### config.mk
export PLATFORM = sky130hd
export DESIGN_NAME = saturn_field_masker_flat
export DESIGN_NICKNAME = d
export VERILOG_FILES = /design/src/rtl/saturn_field_pkg.sv /design/src/rtl/saturn_field_masker_if.sv /design/src/rtl/saturn_nibble_mask.sv /design/src/rtl/saturn_field_masker.sv /design/src/flat_wrapper.sv
export SDC_FILE = /design/constraint.sdc
export NUM_CORES = 1
export LEC_CHECK = 0
export BUFFER_PORTS_ARGS = -buffer_cell sky130_fd_sc_hd__buf_4
export CAP_MARGIN = 40
export CORE_AREA = 10 10 136 201
export DETAILED_ROUTE_END_ITERATION = 8
export DIE_AREA = 0 0 146 211
export PLACE_DENSITY = 0.8
export SLEW_MARGIN = 15
export SYNTH_ARGS = -nofsm -noshare
export SYNTH_HDL_FRONTEND = slang
export SYNTH_HIERARCHICAL = 1
export SYNTH_SLANG_ARGS = --single-unit
### constraint.sdc
create_clock -name clk -period 2.7 [get_ports clk]
set_input_delay 0.27 -clock clk [delete_from_list [all_inputs] [get_ports clk]]
set_output_delay 0.27 -clock clk [all_outputs]
set_load 0.02 [all_outputs]
### src/rtl/saturn_field_pkg.sv
// Saturn field selector codes and the selector -> (start, last, wrap, err) decoder
// shared by the field masker pipeline.
package saturn_field_pkg;

  localparam int unsigned IDX_W = 4;
  localparam int unsigned ARG_W = 8;
  localparam int unsigned EXT_W = ARG_W + 1;

  localparam logic [3:0] FLD_P        = 4'd0;
  localparam logic [3:0] FLD_WP       = 4'd1;
  localparam logic [3:0] FLD_XS       = 4'd2;
  localparam logic [3:0] FLD_X        = 4'd3;
  localparam logic [3:0] FLD_S        = 4'd4;
  localparam logic [3:0] FLD_M        = 4'd5;
  localparam logic [3:0] FLD_B        = 4'd6;
  localparam logic [3:0] FLD_W        = 4'd7;
  localparam logic [3:0] FLD_A        = 4'd8;
  localparam logic [3:0] FLD_EXPLICIT = 4'd9;

  // kill forces an empty mask; err may also be set with a live (clamped) mask
  typedef struct packed {
    logic [IDX_W-1:0] start;
    logic [IDX_W-1:0] last;
    logic             wrap;
    logic             kill;
    logic             err;
  } fld_dec_t;

  function automatic fld_dec_t fld_decode(input logic [3:0]       code,
                                          input logic [ARG_W-1:0] p,
                                          input logic [ARG_W-1:0] st,
                                          input logic [ARG_W-1:0] len,
                                          input int unsigned      nib,
                                          input logic             wrap_en);
    fld_dec_t         d;
    logic [ARG_W-1:0] top;
    logic [EXT_W-1:0] e;
    logic [EXT_W-1:0] over;
    d    = '0;
    top  = ARG_W'(nib - 1);
    e    = {1'b0, st} + {1'b0, len};
    over = e - EXT_W'(nib);
    case (code)
      FLD_P: begin
        if (p > top) begin
          d.kill = 1'b1;
          d.err  = 1'b1;
        end else begin
          d.start = IDX_W'(p);
          d.last  = IDX_W'(p);
        end
      end
      FLD_WP: begin
        if (p > top) begin
          d.kill = 1'b1;
          d.err  = 1'b1;
        end else begin
          d.last = IDX_W'(p);
        end
      end
      FLD_XS: begin
        d.start = IDX_W'(2);
        d.last  = IDX_W'(2);
      end
      FLD_X: d.last = IDX_W'(2);
      FLD_S: begin
        d.start = IDX_W'(top);
        d.last  = IDX_W'(top);
      end
      FLD_M: begin
        d.start = IDX_W'(3);
        d.last  = IDX_W'(top - ARG_W'(1));
      end
      FLD_B: d.last = IDX_W'(1);
      FLD_W: d.last = IDX_W'(top);
      FLD_A: d.last = IDX_W'(4);
      FLD_EXPLICIT: begin
        if (st > top) begin
          d.kill = 1'b1;
          d.err  = 1'b1;
        end else begin
          d.start = IDX_W'(st);
          if (e > {1'b0, top}) begin
            if (wrap_en) begin
              // a wrap tail longer than the register simply covers everything
              d.wrap = 1'b1;
              d.last = (over > {1'b0, top}) ? IDX_W'(top) : IDX_W'(over);
            end else begin
              d.last = IDX_W'(top);
              d.err  = 1'b1;
            end
          end else begin
            d.last = IDX_W'(e);
          end
        end
      end
      default: begin
        d.kill = 1'b1;
        d.err  = 1'b1;
      end
    endcase
    return d;
  endfunction

endpackage

### src/rtl/saturn_field_masker_if.sv
// Request/result handshake bundle between decoder, field masker and write path.
interface saturn_field_masker_if #(
  parameter int unsigned NIBBLES = 16,
  parameter int unsigned PW      = 4
);
  localparam int unsigned DW = 4 * NIBBLES;

  logic          in_valid;
  logic          in_ready;
  logic [3:0]    in_field;
  logic [PW-1:0] in_p;
  logic [PW-1:0] in_start;
  logic [PW-1:0] in_len;
  logic [DW-1:0] in_dst;
  logic [DW-1:0] in_src;
  logic          out_valid;
  logic          out_ready;
  logic [DW-1:0] out_mask;
  logic [DW-1:0] out_data;
  logic          out_err;

  modport master (
    output in_valid, in_field, in_p, in_start, in_len, in_dst, in_src, out_ready,
    input  in_ready, out_valid, out_mask, out_data, out_err
  );

  modport slave (
    input  in_valid, in_field, in_p, in_start, in_len, in_dst, in_src, out_ready,
    output in_ready, out_valid, out_mask, out_data, out_err
  );
endinterface

### src/rtl/saturn_nibble_mask.sv
// Expands an inclusive (optionally wrapping) nibble range into a 4-bit-per-nibble mask.
module saturn_nibble_mask
  import saturn_field_pkg::*;
#(
  parameter int unsigned NIBBLES = 16
) (
  input  logic [IDX_W-1:0]     start,
  input  logic [IDX_W-1:0]     last,
  input  logic                 wrap,
  output logic [4*NIBBLES-1:0] mask_c
);

  logic [IDX_W-1:0] idx_c;
  logic             hit_c;

  always_comb begin
    mask_c = '0;
    idx_c  = '0;
    hit_c  = 1'b0;
    for (int unsigned i = 0; i < NIBBLES; i++) begin
      idx_c = IDX_W'(i);
      hit_c = wrap ? ((idx_c >= start) || (idx_c <= last))
                   : ((idx_c >= start) && (idx_c <= last));
      mask_c[4*i +: 4] = {4{hit_c}};
    end
  end

endmodule

### src/rtl/saturn_field_masker.sv
// Two-stage field masker: S1 decodes the selector, S2 builds the mask and merges
// src into dst. Elastic valid/ready on both ends, one result per cycle.
module saturn_field_masker
  import saturn_field_pkg::*;
#(
  parameter int unsigned NIBBLES = 16,
  parameter int unsigned PW      = 4,
  parameter bit          WRAP_EN = 1'b1
) (
  input logic                  clk,
  input logic                  rst_n,
  saturn_field_masker_if.slave bus
);

  localparam int unsigned DW = 4 * NIBBLES;

  logic          s1_valid_d, s1_valid_q;
  fld_dec_t      s1_dec_d,   s1_dec_q;
  logic [DW-1:0] s1_dst_d,   s1_dst_q;
  logic [DW-1:0] s1_src_d,   s1_src_q;
  logic          out_valid_d, out_valid_q;
  logic [DW-1:0] out_mask_d,  out_mask_q;
  logic [DW-1:0] out_data_d,  out_data_q;
  logic          out_err_d,   out_err_q;

  logic          s2_adv_c;
  logic          s1_adv_c;
  logic [DW-1:0] raw_mask_c;
  logic [DW-1:0] mask_c;

  saturn_nibble_mask #(.NIBBLES(NIBBLES)) u_mask (
    .start  (s1_dec_q.start),
    .last   (s1_dec_q.last),
    .wrap   (s1_dec_q.wrap),
    .mask_c (raw_mask_c)
  );

  // Stage advance depends only on registered state and out_ready, never on in_valid
  always_comb begin
    s2_adv_c    = !out_valid_q || bus.out_ready;
    s1_adv_c    = !s1_valid_q || s2_adv_c;
    mask_c      = s1_dec_q.kill ? '0 : raw_mask_c;

    s1_valid_d  = s1_valid_q;
    s1_dec_d    = s1_dec_q;
    s1_dst_d    = s1_dst_q;
    s1_src_d    = s1_src_q;
    out_valid_d = out_valid_q;
    out_mask_d  = out_mask_q;
    out_data_d  = out_data_q;
    out_err_d   = out_err_q;

    if (s2_adv_c) begin
      out_valid_d = s1_valid_q;
      if (s1_valid_q) begin
        out_mask_d = mask_c;
        out_data_d = (s1_src_q & mask_c) | (s1_dst_q & ~mask_c);
        out_err_d  = s1_dec_q.err;
      end
    end

    if (s1_adv_c) begin
      s1_valid_d = bus.in_valid;
      if (bus.in_valid) begin
        s1_dec_d = fld_decode(bus.in_field, ARG_W'(bus.in_p), ARG_W'(bus.in_start),
                              ARG_W'(bus.in_len), NIBBLES, WRAP_EN);
        s1_dst_d = bus.in_dst;
        s1_src_d = bus.in_src;
      end
    end
  end

  always_ff @(posedge clk or negedge rst_n) begin
    if (!rst_n) begin
      s1_valid_q  <= 1'b0;
      s1_dec_q    <= '0;
      s1_dst_q    <= '0;
      s1_src_q    <= '0;
      out_valid_q <= 1'b0;
      out_mask_q  <= '0;
      out_data_q  <= '0;
      out_err_q   <= 1'b0;
    end else begin
      s1_valid_q  <= s1_valid_d;
      s1_dec_q    <= s1_dec_d;
      s1_dst_q    <= s1_dst_d;
      s1_src_q    <= s1_src_d;
      out_valid_q <= out_valid_d;
      out_mask_q  <= out_mask_d;
      out_data_q  <= out_data_d;
      out_err_q   <= out_err_d;
    end
  end

  assign bus.in_ready  = s1_adv_c;
  assign bus.out_valid = out_valid_q;
  assign bus.out_mask  = out_mask_q;
  assign bus.out_data  = out_data_q;
  assign bus.out_err   = out_err_q;

endmodule

### src/flat_wrapper.sv
// flat-port wrapper written by rule: the top's interface ports become plain ports
module saturn_field_masker_flat import saturn_field_pkg::*;
#(
  parameter int unsigned NIBBLES = 16,
  parameter int unsigned PW      = 4,
  parameter bit          WRAP_EN = 1'b1
)
  (clk, rst_n, bus_in_valid, bus_in_field, bus_in_p, bus_in_start, bus_in_len, bus_in_dst, bus_in_src, bus_out_ready, bus_in_ready, bus_out_valid, bus_out_mask, bus_out_data, bus_out_err);
  saturn_field_masker_if #(.NIBBLES(NIBBLES), .PW(PW)) bus_i ();
  input logic clk;
  input logic rst_n;
  input wire logic [$bits(bus_i.in_valid)-1:0] bus_in_valid;
  input wire logic [$bits(bus_i.in_field)-1:0] bus_in_field;
  input wire logic [$bits(bus_i.in_p)-1:0] bus_in_p;
  input wire logic [$bits(bus_i.in_start)-1:0] bus_in_start;
  input wire logic [$bits(bus_i.in_len)-1:0] bus_in_len;
  input wire logic [$bits(bus_i.in_dst)-1:0] bus_in_dst;
  input wire logic [$bits(bus_i.in_src)-1:0] bus_in_src;
  input wire logic [$bits(bus_i.out_ready)-1:0] bus_out_ready;
  output wire logic [$bits(bus_i.in_ready)-1:0] bus_in_ready;
  output wire logic [$bits(bus_i.out_valid)-1:0] bus_out_valid;
  output wire logic [$bits(bus_i.out_mask)-1:0] bus_out_mask;
  output wire logic [$bits(bus_i.out_data)-1:0] bus_out_data;
  output wire logic [$bits(bus_i.out_err)-1:0] bus_out_err;
  assign bus_i.in_valid = bus_in_valid;
  assign bus_i.in_field = bus_in_field;
  assign bus_i.in_p = bus_in_p;
  assign bus_i.in_start = bus_in_start;
  assign bus_i.in_len = bus_in_len;
  assign bus_i.in_dst = bus_in_dst;
  assign bus_i.in_src = bus_in_src;
  assign bus_i.out_ready = bus_out_ready;
  assign bus_in_ready = bus_i.in_ready;
  assign bus_out_valid = bus_i.out_valid;
  assign bus_out_mask = bus_i.out_mask;
  assign bus_out_data = bus_i.out_data;
  assign bus_out_err = bus_i.out_err;
  saturn_field_masker #(.NIBBLES(NIBBLES), .PW(PW), .WRAP_EN(WRAP_EN)) u_core (.clk(clk), .rst_n(rst_n), .bus(bus_i));
endmodule
==> results_dict.tcl <==
set metrics [dict create \
    hpwl_mm 24.1 \
    dpl_worst_slack_ps 661 \
    synthCells 1111 \
    max_slew.worst_pin.slew_ps 875 \
    synth-warning-count 6 \
    worst_hold_path.num_cells 2 \
    finish.net_count 1586 \
    clockBufferDepth 3 \
    crit_fanout 12 \
    worst-endpoint-required_ps 3030 \
    clock_insertion_delay_at_the_later_pin_of_the_skew_report_ps 520 \
    leakagePower_nw 7.68 \
    fin_ws_ps 545 \
    antenna_found_initial 1 \
    clock_tree_from_tritoncts "yes" \
    h_tree_levels 1 \
    wl_met3_mm 1.89 \
    share_of_the_synthesized_area_in_the_top_cell_type 0.523 \
    syn_area_um2 12900 \
    critPathCaptureType "register" \
    ir_worst_vdd_mv 0.555 \
    timing.setup.tns_ps 0 \
    synth_top_flop_cell "dfrtp_1" \
    minimum_period_implied_by_the_final_worst_setup_slack_ps 2160 \
    area_growth_pct 30.5 \
    wl_per_cell_um 21.4 \
    ys_seq_area_frac 0.523 \
    grt_pass1_wl_mm 60.0 \
    drt_wl_total_mm 37.9 \
    ios 279 \
    floorplan.rows 69 \
    synth_async_sr_flop_share 1.00 \
    min_period_over_period 0.798 \
    worstRegToRegCells 6 \
    final_setup_violation_count 0 \
    rsz_0062_raised_after_global_routing "false" \
    max_freq_mhz 464 \
    gp_routability_congestion 0.821 \
    die_width_um 146 \
    first_global_vias 10900 \
    synth_cell_type_count 45 \
    die-height_um 211 \
    clock-root-buffer "clkbuf_16" \
    wl_met1_mm 13.4 \
    top_layer_used "met4" \
    die_area_um2 30800 \
    firstDrtPassIters 7 \
    finalHoldViolCount 0 \
    critical_path_arrival_ps 2480 \
    status "finished clean" \
    final_area_um2 16800 \
    clkSlewWorstSetupHoldPaths_ps 70 \
    cts.sinks 269 \
    core_area_um2 23600 \
    post_synth_edffs 0 \
    synth_fp_nets 1264 \
    synth_area_per_cell_um2 11.6 \
    drt_initial_violations 722 \
    globalRoute.totalOverflow 0 \
    route.detailed.drc 0 \
    num_vias 10000 \
    antenna_left 0 \
    yosys_register_bits 269 \
    filler_cell_count 1547 \
    timing.clock.skew_ps 6.51 \
    layout-drive-gt1-share 0.304 \
    startpoint_type "register" \
    netlist.top_cell.by_area "dfrtp_1" \
    max_cap_violations 0 \
    maxSlewViolCount 0 \
    class_of_the_tightest_hold_or_removal_check "input port to register" \
    max_slew_margin 0.417 \
    netlist_top_cells_area "dfrtp_1, mux2_4, a41oi_1" \
    grt_start_max_net_pins 76 \
    dr_wl_met2_mm 20.4 \
    starting_density_of_the_core 0.546 \
    synthMostInstantiatedCell "dfrtp_1" \
    classification_of_the_worst_setup_path "register to register" \
    powerDensity_nw_per_um2 764 \
    cts_setup_buffers 0 \
    tritoncts.num_buffers 26 \
    dpl-instance-area_um2 14700 \
    synth_top_cells_by_count "dfrtp_1, nand2_1, mux2_4" \
    post_drt_via_cell_ratio 5.66 \
    fin_util 0.713 \
    port-buffer-count 278 \
    globalRouteTotalUtil 0.238 \
]
-- repair_timing --
item | in CTS | in global routing
resized for setup | 0 | 0
hold buffers | 130 | 0
endpoints found under the setup margin | 0 | 0
hold endpoints to repair | 199 | 0
-- cells in the final DEF (no fill, tap or decap), types with 3 or more instances in the layout --
cell type	instances
maj3_1	5
a41oi_1	64
buf_12	6
nor2_1	6
ha_1	4
o21ai_0	5
nand2_1	145
maj3_2	4
mux2_4	90
clkbuf_16	27
clkbuf_1	9
nor3_1	9
a21oi_1	78
o31ai_1	4
clkinv_2	7
a211oi_1	3
dfrtp_1	267
inv_1	5
buf_4	290
a31oi_1	4
a21o_1	4
a2bb2oi_1	3
nand2b_1	69
dlygate4sd3_1	130
mux2_1	39
nand3_1	6
nand3b_1	65
o21ai_1	74
-- logic make-up (layout without fill, tap and decap cells) --
group | Yosys count | in the layout | share of synthesized area
AO/OA/AOI/OAI | 245 | 245 | 0.119
XOR/XNOR | 1 | 1 | 0.000680
adder cells (fa/ha/maj) | 14 | 14 | 0.0128
buffers and inverters | 139 | 480 | 0.0760
flip-flops | 269 | 269 | 0.523
multiplexers | 130 | 130 | 0.140
other | 0 | 1 | 0
AND/OR/NAND/NOR | 313 | 313 | 0.129
-- metrics by stage --
| step | instances | total power [mW] | hold WS (ps) |
|---|---|---|---|
| global route | 1772 | 13.4 | 41.8 |
| global placement | 1594 | 8.95 | 294 |
| finish | 1772 | 12.8 | 44.5 |
| detailed placement | 1594 | 9.07 | 293 |
| floorplan | 1111 | 7.68 | -25.6 |
| CTS | 1771 | 12.8 | 17.3 |
-- layout make-up --
class,instances,area [um^2],share of cell area
clock inverter,9,95.1,0.00566
inverter,6,22.5,0.00134
tap,319,399,0.0238
sequential,269,6740,0.401
multi-input combinational,703,5200,0.309
antenna,1,2.50,0.000149
clock buffer,38,737,0.0439
timing repair buffer,427,3610,0.215
-- worst max-delay path, stage by stage (launching register included) --
cell,delay [ps]
dfrtp_1,520
nor2_2,260
a21oi_1,100
o21ai_1,600
nand2b_1,210
nand2_1,130
a41oi_1,160
-- final timing paths --
path	endpoint	slack, ps	from
max	u_core/bus.out_data[11]	540	u_core/s1_dec_q[10]
min	u_core/s1_dec_q[10]	40	bus_in_field[1]
max reg2reg	u_core/bus.out_data[11]	540	u_core/s1_dec_q[10]
min reg2reg	u_core/bus.out_mask[28]	490	u_core/bus.out_mask[28]
max in group asynchronous	u_core/bus.out_mask[20]	1550	rst_n
min in group asynchronous	u_core/bus.out_mask[5]	310	rst_n
-- state kept, by name (all words and copies together) (netlist names) --
signal                flops
u_core/bus.out_err        1
u_core/s1_valid_q         1
u_core/s1_src_q          64
u_core/bus.out_mask      64
u_core/bus.out_data      64
u_core/s1_dec_q          10
u_core/bus.out_valid      1
u_core/s1_dst_q          64
-- metal layers --
metal	vias to the layer above	track usage
met4	0	0.140
met5	-	0
met2	394	0.433
li1	4542	-
met1	4979	0.258
met3	120	0.0367
-- where the power goes --
part,leakage (nW),switching [mW],total [mW],internal (mW)
Clock,0.413,1.52,3.60,2.08
Sequential,3.21,0.589,5.40,4.81
Combinational,4.06,2.07,3.85,1.77
Total,7.68,4.18,12.8,8.66
(Power assumes the default switching activity.)
